`src/rtl/window_scheduler_if.sv`:
```
// Control/status bundle between the window scheduler and its host/datapath.
interface window_scheduler_if;
  logic        start;
  logic        stop;
  logic        cfg_we;
  logic [2:0]  cfg_addr;
  logic [12:0] cfg_data;
  logic [3:0]  cfg_len;
  logic [12:0] W;
  logic        dp_reset;
  logic        dp_load;
  logic        dp_en;
  logic        latch;
  logic [6:0]  A_val;
  logic [6:0]  B_val;
  logic        res_valid;
  logic [6:0]  res_A;
  logic [6:0]  res_B;
  logic [2:0]  res_idx;
  logic        res_timeout;
  logic        busy;
  logic        done;

  modport slave (
    input  start, stop, cfg_we, cfg_addr, cfg_data, cfg_len, latch, A_val, B_val,
    output W, dp_reset, dp_load, dp_en, res_valid, res_A, res_B, res_idx,
           res_timeout, busy, done
  );

  modport master (
    output start, stop, cfg_we, cfg_addr, cfg_data, cfg_len, latch, A_val, B_val,
    input  W, dp_reset, dp_load, dp_en, res_valid, res_A, res_B, res_idx,
           res_timeout, busy, done
  );
endinterface

```
`src/rtl/window_scheduler.sv`:
```
// Steps a switch datapath through a table of windows: load, run until a latch
// edge or timeout, capture the counts, then advance or finish.
module window_scheduler #(
  parameter int N_ENTRIES   = 8,
  parameter int LOAD_CYCLES = 3,
  parameter int TIMEOUT     = 1000
) (
  input logic              clk,
  input logic              reset,
  window_scheduler_if.slave bus
);

  localparam int TW = $clog2(TIMEOUT + 1);
  localparam int LW = $clog2(LOAD_CYCLES + 1);

  typedef enum logic [2:0] {S_IDLE, S_LOAD, S_RUN, S_CAPTURE, S_DONE} state_t;

  state_t        state_q, state_d;
  logic [12:0]   tbl_q [N_ENTRIES];
  logic [12:0]   tbl_d [N_ENTRIES];
  logic [2:0]    idx_q, idx_d;
  logic [3:0]    len_q, len_d;
  logic [LW-1:0] ld_cnt_q, ld_cnt_d;
  logic [TW-1:0] timer_q, timer_d;
  logic          hist_q, hist_d;
  logic          stop_q, stop_d;
  logic [12:0]   w_q, w_d;
  logic          dp_reset_q, dp_reset_d;
  logic          dp_load_q, dp_load_d;
  logic          dp_en_q, dp_en_d;
  logic          res_valid_q, res_valid_d;
  logic [6:0]    res_a_q, res_a_d;
  logic [6:0]    res_b_q, res_b_d;
  logic [2:0]    res_idx_q, res_idx_d;
  logic          res_to_q, res_to_d;
  logic          busy_q, busy_d;
  logic          done_q, done_d;
  logic          latch_edge;

  always_comb begin
    state_d   = state_q;
    tbl_d     = tbl_q;
    idx_d     = idx_q;
    len_d     = len_q;
    ld_cnt_d  = ld_cnt_q;
    timer_d   = timer_q;
    hist_d    = bus.latch;
    stop_d    = stop_q;
    w_d       = w_q;
    res_a_d   = res_a_q;
    res_b_d   = res_b_q;
    res_idx_d = res_idx_q;
    res_to_d  = res_to_q;

    latch_edge = bus.latch & ~hist_q;

    if (!busy_q && bus.cfg_we && (int'(bus.cfg_addr) < N_ENTRIES))
      tbl_d[bus.cfg_addr] = bus.cfg_data;

    if (bus.stop && (state_q inside {S_LOAD, S_RUN, S_CAPTURE}))
      stop_d = 1'b1;

    case (state_q)
      S_IDLE: begin
        stop_d = 1'b0;
        if (bus.start && (bus.cfg_len != '0) && (int'(bus.cfg_len) <= N_ENTRIES)) begin
          state_d  = S_LOAD;
          idx_d    = '0;
          len_d    = bus.cfg_len;
          ld_cnt_d = '0;
        end
      end
      S_LOAD: begin
        // History pinned high so a latch already asserted at RUN entry is not an edge.
        hist_d = 1'b1;
        if (ld_cnt_q == LW'(LOAD_CYCLES - 1)) begin
          state_d = S_RUN;
          timer_d = '0;
        end else begin
          ld_cnt_d = ld_cnt_q + 1'b1;
        end
      end
      S_RUN: begin
        if (latch_edge) begin
          state_d   = S_CAPTURE;
          res_a_d   = bus.A_val;
          res_b_d   = bus.B_val;
          res_to_d  = 1'b0;
          res_idx_d = idx_q;
        end else if (timer_q == TW'(TIMEOUT - 1)) begin
          state_d   = S_CAPTURE;
          res_a_d   = '0;
          res_b_d   = '0;
          res_to_d  = 1'b1;
          res_idx_d = idx_q;
        end else begin
          timer_d = timer_q + 1'b1;
        end
      end
      S_CAPTURE: begin
        if (stop_q || bus.stop || ({1'b0, idx_q} == (len_q - 4'd1))) begin
          state_d = S_DONE;
        end else begin
          state_d  = S_LOAD;
          idx_d    = idx_q + 3'd1;
          ld_cnt_d = '0;
        end
      end
      S_DONE: begin
        state_d = S_IDLE;
        stop_d  = 1'b0;
      end
      default: state_d = S_IDLE;
    endcase

    // Outputs are decoded from the next state so they register in step with it.
    if (state_d == S_LOAD)
      w_d = tbl_q[idx_d];
    dp_reset_d  = (state_d inside {S_IDLE, S_LOAD, S_DONE});
    dp_load_d   = (state_d == S_LOAD);
    dp_en_d     = (state_d == S_RUN);
    res_valid_d = (state_d == S_CAPTURE);
    busy_d      = (state_d inside {S_LOAD, S_RUN, S_CAPTURE});
    done_d      = (state_d == S_DONE);
  end

  always_ff @(posedge clk) begin
    tbl_q <= tbl_d;
  end

  always_ff @(posedge clk or posedge reset) begin
    if (reset) begin
      state_q     <= S_IDLE;
      idx_q       <= '0;
      len_q       <= '0;
      ld_cnt_q    <= '0;
      timer_q     <= '0;
      hist_q      <= 1'b1;
      stop_q      <= 1'b0;
      w_q         <= '0;
      dp_reset_q  <= 1'b1;
      dp_load_q   <= 1'b0;
      dp_en_q     <= 1'b0;
      res_valid_q <= 1'b0;
      res_a_q     <= '0;
      res_b_q     <= '0;
      res_idx_q   <= '0;
      res_to_q    <= 1'b0;
      busy_q      <= 1'b0;
      done_q      <= 1'b0;
    end else begin
      state_q     <= state_d;
      idx_q       <= idx_d;
      len_q       <= len_d;
      ld_cnt_q    <= ld_cnt_d;
      timer_q     <= timer_d;
      hist_q      <= hist_d;
      stop_q      <= stop_d;
      w_q         <= w_d;
      dp_reset_q  <= dp_reset_d;
      dp_load_q   <= dp_load_d;
      dp_en_q     <= dp_en_d;
      res_valid_q <= res_valid_d;
      res_a_q     <= res_a_d;
      res_b_q     <= res_b_d;
      res_idx_q   <= res_idx_d;
      res_to_q    <= res_to_d;
      busy_q      <= busy_d;
      done_q      <= done_d;
    end
  end

  assign bus.W           = w_q;
  assign bus.dp_reset    = dp_reset_q;
  assign bus.dp_load     = dp_load_q;
  assign bus.dp_en       = dp_en_q;
  assign bus.res_valid   = res_valid_q;
  assign bus.res_A       = res_a_q;
  assign bus.res_B       = res_b_q;
  assign bus.res_idx     = res_idx_q;
  assign bus.res_timeout = res_to_q;
  assign bus.busy        = busy_q;
  assign bus.done        = done_q;

endmodule

```
`src/flat_wrapper.sv`:
```
// flat-port wrapper written by rule: the top's interface ports become plain ports
module window_scheduler_flat 
#(
  parameter int N_ENTRIES   = 8,
  parameter int LOAD_CYCLES = 3,
  parameter int TIMEOUT     = 1000
)
  (clk, reset, bus_start, bus_stop, bus_cfg_we, bus_cfg_addr, bus_cfg_data, bus_cfg_len, bus_latch, bus_A_val, bus_B_val, bus_W, bus_dp_reset, bus_dp_load, bus_dp_en, bus_res_valid, bus_res_A, bus_res_B, bus_res_idx, bus_res_timeout, bus_busy, bus_done);
  window_scheduler_if bus_i ();
  input logic clk;
  input logic reset;
  input wire logic [$bits(bus_i.start)-1:0] bus_start;
  input wire logic [$bits(bus_i.stop)-1:0] bus_stop;
  input wire logic [$bits(bus_i.cfg_we)-1:0] bus_cfg_we;
  input wire logic [$bits(bus_i.cfg_addr)-1:0] bus_cfg_addr;
  input wire logic [$bits(bus_i.cfg_data)-1:0] bus_cfg_data;
  input wire logic [$bits(bus_i.cfg_len)-1:0] bus_cfg_len;
  input wire logic [$bits(bus_i.latch)-1:0] bus_latch;
  input wire logic [$bits(bus_i.A_val)-1:0] bus_A_val;
  input wire logic [$bits(bus_i.B_val)-1:0] bus_B_val;
  output wire logic [$bits(bus_i.W)-1:0] bus_W;
  output wire logic [$bits(bus_i.dp_reset)-1:0] bus_dp_reset;
  output wire logic [$bits(bus_i.dp_load)-1:0] bus_dp_load;
  output wire logic [$bits(bus_i.dp_en)-1:0] bus_dp_en;
  output wire logic [$bits(bus_i.res_valid)-1:0] bus_res_valid;
  output wire logic [$bits(bus_i.res_A)-1:0] bus_res_A;
  output wire logic [$bits(bus_i.res_B)-1:0] bus_res_B;
  output wire logic [$bits(bus_i.res_idx)-1:0] bus_res_idx;
  output wire logic [$bits(bus_i.res_timeout)-1:0] bus_res_timeout;
  output wire logic [$bits(bus_i.busy)-1:0] bus_busy;
  output wire logic [$bits(bus_i.done)-1:0] bus_done;
  assign bus_i.start = bus_start;
  assign bus_i.stop = bus_stop;
  assign bus_i.cfg_we = bus_cfg_we;
  assign bus_i.cfg_addr = bus_cfg_addr;
  assign bus_i.cfg_data = bus_cfg_data;
  assign bus_i.cfg_len = bus_cfg_len;
  assign bus_i.latch = bus_latch;
  assign bus_i.A_val = bus_A_val;
  assign bus_i.B_val = bus_B_val;
  assign bus_W = bus_i.W;
  assign bus_dp_reset = bus_i.dp_reset;
  assign bus_dp_load = bus_i.dp_load;
  assign bus_dp_en = bus_i.dp_en;
  assign bus_res_valid = bus_i.res_valid;
  assign bus_res_A = bus_i.res_A;
  assign bus_res_B = bus_i.res_B;
  assign bus_res_idx = bus_i.res_idx;
  assign bus_res_timeout = bus_i.res_timeout;
  assign bus_busy = bus_i.busy;
  assign bus_done = bus_i.done;
  window_scheduler #(.N_ENTRIES(N_ENTRIES), .LOAD_CYCLES(LOAD_CYCLES), .TIMEOUT(TIMEOUT)) u_core (.clk(clk), .reset(reset), .bus(bus_i));
endmodule
```
`config.mk`:
```
export PLATFORM = sky130hd
export DESIGN_NAME = window_scheduler_flat
export DESIGN_NICKNAME = d
export VERILOG_FILES = /design/src/rtl/window_scheduler_if.sv /design/src/rtl/window_scheduler.sv /design/src/flat_wrapper.sv
export SDC_FILE = /design/constraint.sdc
export NUM_CORES = 1
export LEC_CHECK = 0
export ABC_AREA = 1
export CAP_MARGIN = 20
export CELL_PAD_IN_SITES_DETAIL_PLACEMENT = 2
export CELL_PAD_IN_SITES_GLOBAL_PLACEMENT = 2
export CORE_MARGIN = 2
export CORE_UTILIZATION = 33
export CTS_CLUSTER_SIZE = 10
export DETAILED_ROUTE_END_ITERATION = 6
export PLACE_DENSITY = 0.83
export SLEW_MARGIN = 10
export SYNTH_ARGS = -nofsm -noshare
export SYNTH_HDL_FRONTEND = slang
export SYNTH_SLANG_ARGS = --single-unit
```
`constraint.sdc`:
```
create_clock -name clk -period 1.8 [get_ports clk]
set_input_delay 0.36 -clock clk [delete_from_list [all_inputs] [get_ports clk]]
set_output_delay 0.36 -clock clk [all_outputs]
set_load 0.03 [all_outputs]
```
==> qor.txt, run 1 <==
====================================================================================================
Outcome                                                                                 finished, violations left
Failing checks                                                                          negative setup slack
R2r setup slk                                                                               -0.62 ns
Worst R2R Start                                                                         u_core.len_q[0]
Average wire length per cell after detail routing                                            29.1 µm
Category of the worst setup path capture point                                             flip-flop
Largest net degree at the start of global routing                                                 38
Root buffer selected by CTS                                                             sky130_fd_sc_hd__clkbuf_16
Remaining max-slew budget at the tightest pin                                                  61.0%
Fillers                                                                                         2138
Antenna Violating Nets Remaining                                                                   0
Synthesized instance count                                                                       732
Critical path startpoint category                                                          flip-flop
Number of sinks driven by the clock tree                                                         165
Skew-Pair Late Insertion Delay                                                               0.47 ns
Total congestion overflow after global routing                                                     0
Worst r2r path cells                                                                              16
Initial antenna violation count                                                                    0
Via-per-instance ratio                                                                          5.39
Number of DRC markers in iteration 0                                                             442
Die W                                                                                         153 µm
Sequential element share of the synthesized area                                               63.8%
Post-route minimum period                                                                    2.42 ns
Final critical-path share of the clock period                                                   135%
DR pass1 iterations                                                                                5
Worst-case setup margin in the final layout                                                -0.624 ns
Number of buffers added to fix hold violations after cts                                           0
Required time of the critical path                                                           2.15 ns
Syn_nets                                                                                         776
CTS tree                                                                                       built
Die Y                                                                                         153 µm
Number of cell rows                                                                               54
Average cell area after synthesis                                                           9.97 µm²
Critical path data arrival time                                                              2.77 ns
P per Cell Area                                                                          1720 nW/µm²
Net count of the finished layout                                                                 967
Buffers added on ports                                                                            76
Number of enable flip-flop cells after synthesis                                                 104
DRC                                                                                                0
Starting density of the core                                                                   33.5%
Non-filler instance count after layout                                                          1216
Synthesized flop and latch total                                                                 165
Global-route wire length before repair                                                       44.7 mm
Final Slew Violations                                                                              0
Critical Path Sink                                                                      u_core.bus.W[3]
Vias in the first global route                                                                  7164
DIE AREA                                                                                   23300 µm²
Final setup violating endpoints                                                                   46
Commonest cells after routing, fill and taps aside                                      120 x sky130_fd_sc_hd__inv_1, 118 x sky130_fd_sc_hd__nand2_1, 104 x sky130_fd_sc_hd__edfxtp_1
Global router's overall resource usage                                                         25.7%
Final weighted congestion in routability-driven placement                                      0.745
Yosys cell types                                                                                  35
# IOs                                                                                             77
Slew at the pin closest to its max-slew limit                                               0.580 ns
Buffer depth of the longest clock path                                                             2
Capture instance of the worst register-to-register path                                 u_core.bus.W[3]
Unrepaired setup endpoints after global routing                                                 true
Post-layout power                                                                           19000 µW
Share of layout cells above drive strength 1                                                   33.7%
Overall routed net length                                                                    35.4 mm
Clock-pin slew reported for the worst setup and hold paths after clock tree synthesis        0.08 ns
Most common cell after layout, fill and taps aside                                      sky130_fd_sc_hd__inv_1
Synth async-reset ratio                                                                        37.0%
Finished Core Util                                                                             50.8%
Total leakage power                                                                       0.00501 µW
Classification of the worst-slack hold path                                              in -> async
Final antenna diode count                                                                          0
Yosys warning total                                                                                0
Maximum VDD drop                                                                              814 µV
Post-route worst hold slack                                                                 0.273 ns
Crit path max fanout                                                                               9
Max Clock Skew                                                                             0.0176 ns
Hpwl dp                                                                                      16.6 mm
Critical Path Start                                                                     u_core.len_q[0]
Commonest register cell after synthesis                                                 sky130_fd_sc_hd__edfxtp_1
Via count                                                                                       6550
H-tree levels                                                                                      4
Cell Count Post-Placement                                                                       1142
Worst Path Class, Setup                                                                   reg -> reg
Max cap viols                                                                                      0
Syn-to-layout area delta                                                                       51.6%
Number of buffers created by CTS                                                                  17
Core Area                                                                                  21800 µm²
Combined area of all synthesized cells                                                      7290 µm²
Timing-limited maximum frequency                                                           0.413 GHz
Final hold vios                                                                                    0
====================================================================================================
## logic make-up after synthesis
group	after synthesis	synth area share, %
mux	1	0.309
compound gates	19	1.36
simple gates	382	24.9
fa+ha+maj	4	0.686
xor+xnor	2	0.240
flops	165	63.8
buf+inv	159	8.78
## cell type report
cell class              count  area (µm²)  share of cell area, %
well taps                 280         350                   3.17
multi-input cells         408        2730                   24.6
repair buffers            199        2220                   20.1
clock buffers              18         429                   3.88
flip-flops and latches    165        4650                   42.1
clock inverters            14         158                   1.43
inverters                 132         520                   4.71
## routing by layer
metal  GRT usage, %  share of wire (%)  up-vias
li1               -                  -     2774
met1           29.0                 37     3393
met2           47.4                 53      274
met3           4.32                4.9      109
met4           11.3                5.4        0
met5              0                  0        -
## stage by stage
| stage | area [µm²] | setup WS (ns) | TNS, ns |
|---|---|---|---|
| floorplan | 7310 | -0.116 | -1.45 |
| global placement | 9100 | -0.550 | -20.64 |
| detailed placement | 9100 | -0.697 | -29.14 |
| CTS | 10200 | -0.525 | -8.06 |
| global route | 11100 | -0.736 | -17.71 |
| finish | 11100 | -0.624 | -13.97 |
## where the power goes
part / switching, µW / leakage (µW) / internal (µW) / total (µW)
clock: 1940 / 0.000284 / 1980 / 3910
sequential: 521 / 0.00172 / 4700 / 5220
combinational: 5940 / 0.00301 / 3930 / 9870
## worst max-delay path, stage by stage (launching register included)
cell and delay [ns]:
sky130_fd_sc_hd__dfrtp_1 0.39, sky130_fd_sc_hd__inv_2 0.10, sky130_fd_sc_hd__buf_4 0.14, sky130_fd_sc_hd__nand2_1 0.12, sky130_fd_sc_hd__nand2_1 0.15, sky130_fd_sc_hd__nand2_1 0.11, sky130_fd_sc_hd__nand3_4 0.11, sky130_fd_sc_hd__buf_4 0.14
sky130_fd_sc_hd__nand3_4 0.10, sky130_fd_sc_hd__nand2_8 0.13, sky130_fd_sc_hd__buf_4 0.15, sky130_fd_sc_hd__buf_6 0.17, sky130_fd_sc_hd__nand3_1 0.10, sky130_fd_sc_hd__nand3_1 0.13, sky130_fd_sc_hd__nand3_1 0.10, sky130_fd_sc_hd__nand3_1 0.09
sky130_fd_sc_hd__nand2_1 0.07
## synth_stat cells, types with 2 or more instances
library cell,number,area share (%)
sky130_fd_sc_hd__nand2_1,160,8.2
sky130_fd_sc_hd__nand3_1,147,10
sky130_fd_sc_hd__inv_1,127,6.5
sky130_fd_sc_hd__edfxtp_1,104,43
sky130_fd_sc_hd__dfrtp_1,59,20
sky130_fd_sc_hd__nor2_1,26,1.3
sky130_fd_sc_hd__nand3b_1,13,1.3
sky130_fd_sc_hd__buf_2,12,0.82
sky130_fd_sc_hd__o21ai_0,12,0.82
sky130_fd_sc_hd__nand3_2,10,1.4
sky130_fd_sc_hd__nor3_1,9,0.62
sky130_fd_sc_hd__nand2_2,7,0.60
sky130_fd_sc_hd__clkbuf_1,6,0.31
sky130_fd_sc_hd__a21oi_1,4,0.27
sky130_fd_sc_hd__buf_1,4,0.21
sky130_fd_sc_hd__ha_1,4,0.69
sky130_fd_sc_hd__inv_2,4,0.21
sky130_fd_sc_hd__buf_4,3,0.31
sky130_fd_sc_hd__buf_6,2,0.31
sky130_fd_sc_hd__dfstp_2,2,0.72
sky130_fd_sc_hd__nand2_4,2,0.31
sky130_fd_sc_hd__nor4_1,2,0.17
## repair_timing
item	CTS	global route
pin swaps	29	49
setup buffers	12	21
endpoints found under the setup margin	81	45
gates resized for setup	123	134
cloned	6	7
## how the worst min path moves through the flow
stage | from | to | slack (ns) | cells after the start
2_1_floorplan | u_core.ld_cnt_q[1] | u_core.ld_cnt_q[1] | 0.46 | 2
3_3_place_gp | u_core.bus.res_B[6] | u_core.bus.res_B[6] | 0.45 | 2
3_5_place_dp | u_core.bus.res_A[0] | u_core.bus.res_A[0] | 0.46 | 2
4_1_cts | reset | u_core.bus.W[1] | 0.27 | 2
5_1_grt | reset | u_core.bus.W[1] | 0.29 | 2
6_report | reset | u_core.bus.W[1] | 0.27 | 2
## sequential cells by signal, indices dropped and copies added (netlist names)
name                    cells
u_core.hist_q               1
u_core.tbl_q              104
u_core.ld_cnt_q             2
u_core.bus.dp_en            1
u_core.stop_q               1
u_core.timer_q             10
u_core.bus.dp_reset         1
u_core.bus.done             1
u_core.bus.res_timeout      1
u_core.bus.res_B            7
u_core.bus.dp_load          1
u_core.state_q              3
u_core.bus.busy             1
u_core.idx_q                3
u_core.bus.res_valid        1
u_core.bus.W               13
u_core.bus.res_A            7
u_core.bus.res_idx          3
u_core.len_q                4
Power figures use the tool's default switching activity.
==> run 2, diff against run 1 <==
--- a/config.mk
+++ b/config.mk
@@ -7,10 +7,10 @@
 export LEC_CHECK = 0
 export ABC_AREA = 1
 export CAP_MARGIN = 20
-export CELL_PAD_IN_SITES_DETAIL_PLACEMENT = 2
-export CELL_PAD_IN_SITES_GLOBAL_PLACEMENT = 2
+export CELL_PAD_IN_SITES_DETAIL_PLACEMENT = 1
+export CELL_PAD_IN_SITES_GLOBAL_PLACEMENT = 1
 export CORE_MARGIN = 2
-export CORE_UTILIZATION = 33
+export CORE_UTILIZATION = 40
 export CTS_CLUSTER_SIZE = 10
 export DETAILED_ROUTE_END_ITERATION = 6
 export PLACE_DENSITY = 0.83
==> run 2 against run 1 <==
The flow still finishes with violations (negative setup slack). Sequential power fell by 2%. Count of clock-buffer cells in the layout increased by 2. First-iteration DRC count grew 1.1%. Maximum frequency barely moved. Critical path type unchanged.
==> qor.txt, run 2 (synthesis gave the netlist of run 1 again) <==
====================================================================================================
Syn-to-layout area delta                                                                       40.7%   was 51.6%
Final setup violating endpoints                                                                   25   was 46
CTS tree                                                                                       built   unchanged
Maximum VDD drop                                                                              883 µV   was 814 µV
Final weighted congestion in routability-driven placement                                      0.759   was 0.745
Skew-Pair Late Insertion Delay                                                               0.44 ns   was 0.47 ns
Post-layout power                                                                           16900 µW   was 19000 µW
Worst Path Class, Setup                                                                   reg -> reg   unchanged
Fin area                                                                                   10300 µm²   was 11100 µm²
Total leakage power                                                                       0.00475 µW   was 0.00501 µW
Antenna Violating Nets Remaining                                                                   0   unchanged
GR Layer Usage met3                                                                            4.52%   was 4.32%
Slew at the pin closest to its max-slew limit                                               0.473 ns   was 0.580 ns
Number of DRC markers in iteration 0                                                             447   was 442
Outcome                                                                                 finished, violations left   unchanged
Post-DP Area                                                                                8980 µm²   was 9100 µm²
Post-place setup slack                                                                     -0.585 ns   was -0.697 ns
Initial antenna violation count                                                                    0   unchanged
Remaining max-slew budget at the tightest pin                                                  68.2%   was 61.0%
Timing-limited maximum frequency                                                           0.412 GHz   was 0.413 GHz
Number of buffers added to fix hold violations after cts                                           0   unchanged
Buffers added on ports                                                                            76   unchanged
Max cap viols                                                                                      0   unchanged
Commonest cells after routing, fill and taps aside                                      141 x sky130_fd_sc_hd__nand2_1, 123 x sky130_fd_sc_hd__nand3_1, 120 x sky130_fd_sc_hd__inv_1   was 120 x sky130_fd_sc_hd__inv_1, 118 x sky130_fd_sc_hd__nand2_1, 104 x sky130_fd_sc_hd__edfxtp_1
Unrepaired setup endpoints after global routing                                                 true   unchanged
Average wire length per cell after detail routing                                            22.0 µm   was 29.1 µm
Via-per-instance ratio                                                                          5.29   was 5.39
Via count                                                                                       6009   was 6550
Root buffer selected by CTS                                                             sky130_fd_sc_hd__clkbuf_16   unchanged
Clock-pin slew reported for the worst setup and hold paths after clock tree synthesis        0.07 ns   was 0.08 ns
Buffer depth of the longest clock path                                                             2   unchanged
Post-route minimum period                                                                    2.42 ns   about the same
Number of buffers created by CTS                                                                  17   unchanged
Number of cell rows                                                                               49   was 54
H-tree levels                                                                                      4   unchanged
Core Area                                                                                  17900 µm²   was 21800 µm²
Failing checks                                                                          negative setup slack   unchanged
Die Y                                                                                         139 µm   was 153 µm
DRC                                                                                                0   unchanged
Global-route wire length before repair                                                       36.2 mm   was 44.7 mm
Max Clock Skew                                                                            0.00853 ns   was 0.0176 ns
DR pass1 iterations                                                                                5   unchanged
Net count of the finished layout                                                                 938   was 967
Required time of the critical path                                                           2.12 ns   was 2.15 ns
Category of the worst setup path capture point                                             flip-flop   unchanged
Accumulated negative setup slack                                                            -9.28 ns   was -13.97 ns
GRT met1 Usage                                                                                 28.8%   was 29.0%
Final Slew Violations                                                                              0   unchanged
Starting density of the core                                                                   40.7%   was 33.5%
P per Cell Area                                                                          1640 nW/µm²   was 1720 nW/µm²
Global routing met2 resource utilization                                                       44.1%   was 47.4%
Die W                                                                                         139 µm   was 153 µm
Critical path data arrival time                                                              2.75 ns   was 2.77 ns
Most flop-heavy register                                                                u_core.tbl_q   unchanged
Global router's overall resource usage                                                         24.6%   was 25.7%
Number of sinks driven by the clock tree                                                         165   unchanged
# IOs                                                                                             77   unchanged
DIE AREA                                                                                   19300 µm²   was 23300 µm²
Share of layout cells above drive strength 1                                                   24.5%   was 33.7%
Top Usage Layer GRT                                                                             met2   unchanged
Vias in the first global route                                                                  6513   was 7164
Critical path startpoint category                                                          flip-flop   unchanged
Classification of the worst-slack hold path                                              in -> async   unchanged
Total congestion overflow after global routing                                                     0   unchanged
Final critical-path share of the clock period                                                   135%   about the same
Crit path max fanout                                                                               7   was 9
Final antenna diode count                                                                          0   unchanged
Worst-case setup margin in the final layout                                                -0.625 ns   was -0.624 ns
Overall routed net length                                                                    25.0 mm   was 35.4 mm
Final hold vios                                                                                    0   unchanged
Most common cell after layout, fill and taps aside                                      sky130_fd_sc_hd__nand2_1   was sky130_fd_sc_hd__inv_1
Number of flip-flops under the largest register name                                             104   unchanged
Hpwl dp                                                                                      13.5 mm   was 16.6 mm
Largest net degree at the start of global routing                                                 35   was 38
====================================================================================================
[run 2: cell types whose count changed in the layout (fill, tap and decap cells not counted), moves of 4 or more]
cell                        previous run  this run
sky130_fd_sc_hd__buf_16                5         1
sky130_fd_sc_hd__buf_4                67        48
sky130_fd_sc_hd__clkbuf_16            23        18
sky130_fd_sc_hd__inv_6                 9         1
sky130_fd_sc_hd__nand2_1             118       141
sky130_fd_sc_hd__nand2_2              32        18
sky130_fd_sc_hd__nand2_4              16        10
sky130_fd_sc_hd__nand3_1              87       123
sky130_fd_sc_hd__nand3_2              62        29
sky130_fd_sc_hd__o21ai_0               5         9
[run 2: stage by stage]
stage | cells | utilization [%] | hold WS (ns)
global placement | 1081 | 50.1 | 0.453
finish | 1136 | 57.3 | 0.207
CTS | 1128 | 55.3 | 0.213
detailed placement | 1081 | 50.1 | 0.459
floorplan | 732 | - | 0.457
global route | 1136 | 57.3 | 0.213
[run 2: critical path, stage by stage (launching register included)]
cell and delay (ns):
sky130_fd_sc_hd__dfrtp_1 0.39, sky130_fd_sc_hd__inv_2 0.08, sky130_fd_sc_hd__ha_4 0.28, sky130_fd_sc_hd__inv_2 0.04, sky130_fd_sc_hd__nand2_2 0.08, sky130_fd_sc_hd__nand2_2 0.07
sky130_fd_sc_hd__nor2_4 0.13, sky130_fd_sc_hd__nand3_4 0.12, sky130_fd_sc_hd__nand2_4 0.10, sky130_fd_sc_hd__buf_4 0.12, sky130_fd_sc_hd__nand2_1 0.05, sky130_fd_sc_hd__o211ai_1 0.12
sky130_fd_sc_hd__nand2_2 0.14, sky130_fd_sc_hd__inv_4 0.13, sky130_fd_sc_hd__buf_12 0.14, sky130_fd_sc_hd__nand3_1 0.13, sky130_fd_sc_hd__nand3_2 0.12, sky130_fd_sc_hd__nand2_1 0.06
[run 2: area by class of cell]
type / count / area (µm²)
Fill cell: 1908 / 7640
Sequential cell: 165 / 4650
Multi-Input combinational cell: 408 / 2360
Timing Repair Buffer: 170 / 1850
Inverter: 132 / 507
Clock buffer: 20 / 447
Tap cell: 229 / 287
Clock inverter: 12 / 155
[run 2: final timing paths]
check / from / endpoint / slack, ns / depth (start not counted)
max: u_core.len_q[0] / u_core.bus.W[8] / -0.62 / 17
min: reset / u_core.bus.W[2] / 0.21 / 2
max reg2reg: u_core.len_q[0] / u_core.bus.W[8] / -0.62 / 17
min reg2reg: u_core.bus.res_B[2] / u_core.bus.res_B[2] / 0.47 / 2
max in group asynchronous: reset / u_core.hist_q / 1.07 / 3
min in group clk: u_core.bus.res_B[2] / u_core.bus.res_B[2] / 0.47 / 2
[run 2: what timing repair did]
action / 4_1_cts / 5_1_grt
gates resized for setup: 81 / 79
pin swaps: 19 / 32
buffers inserted: 13 / 12
setup endpoints to repair: 58 / 48
cloned: 4 / 1
[run 2: report_power, final]
| part | internal [µW] | switching (µW) | leakage, µW |
|---|---|---|---|
| Sequential | 4710 | 392 | 0.00172 |
| Combinational | 3160 | 4830 | 0.00274 |
| Clock | 2220 | 1560 | 0.000290 |
[run 2: metal layers]
metal	up-vias	share of wire, %
li1	2713	-
met1	3011	39
met2	216	53
met3	69	4.4
met4	0	3.6
met5	-	0
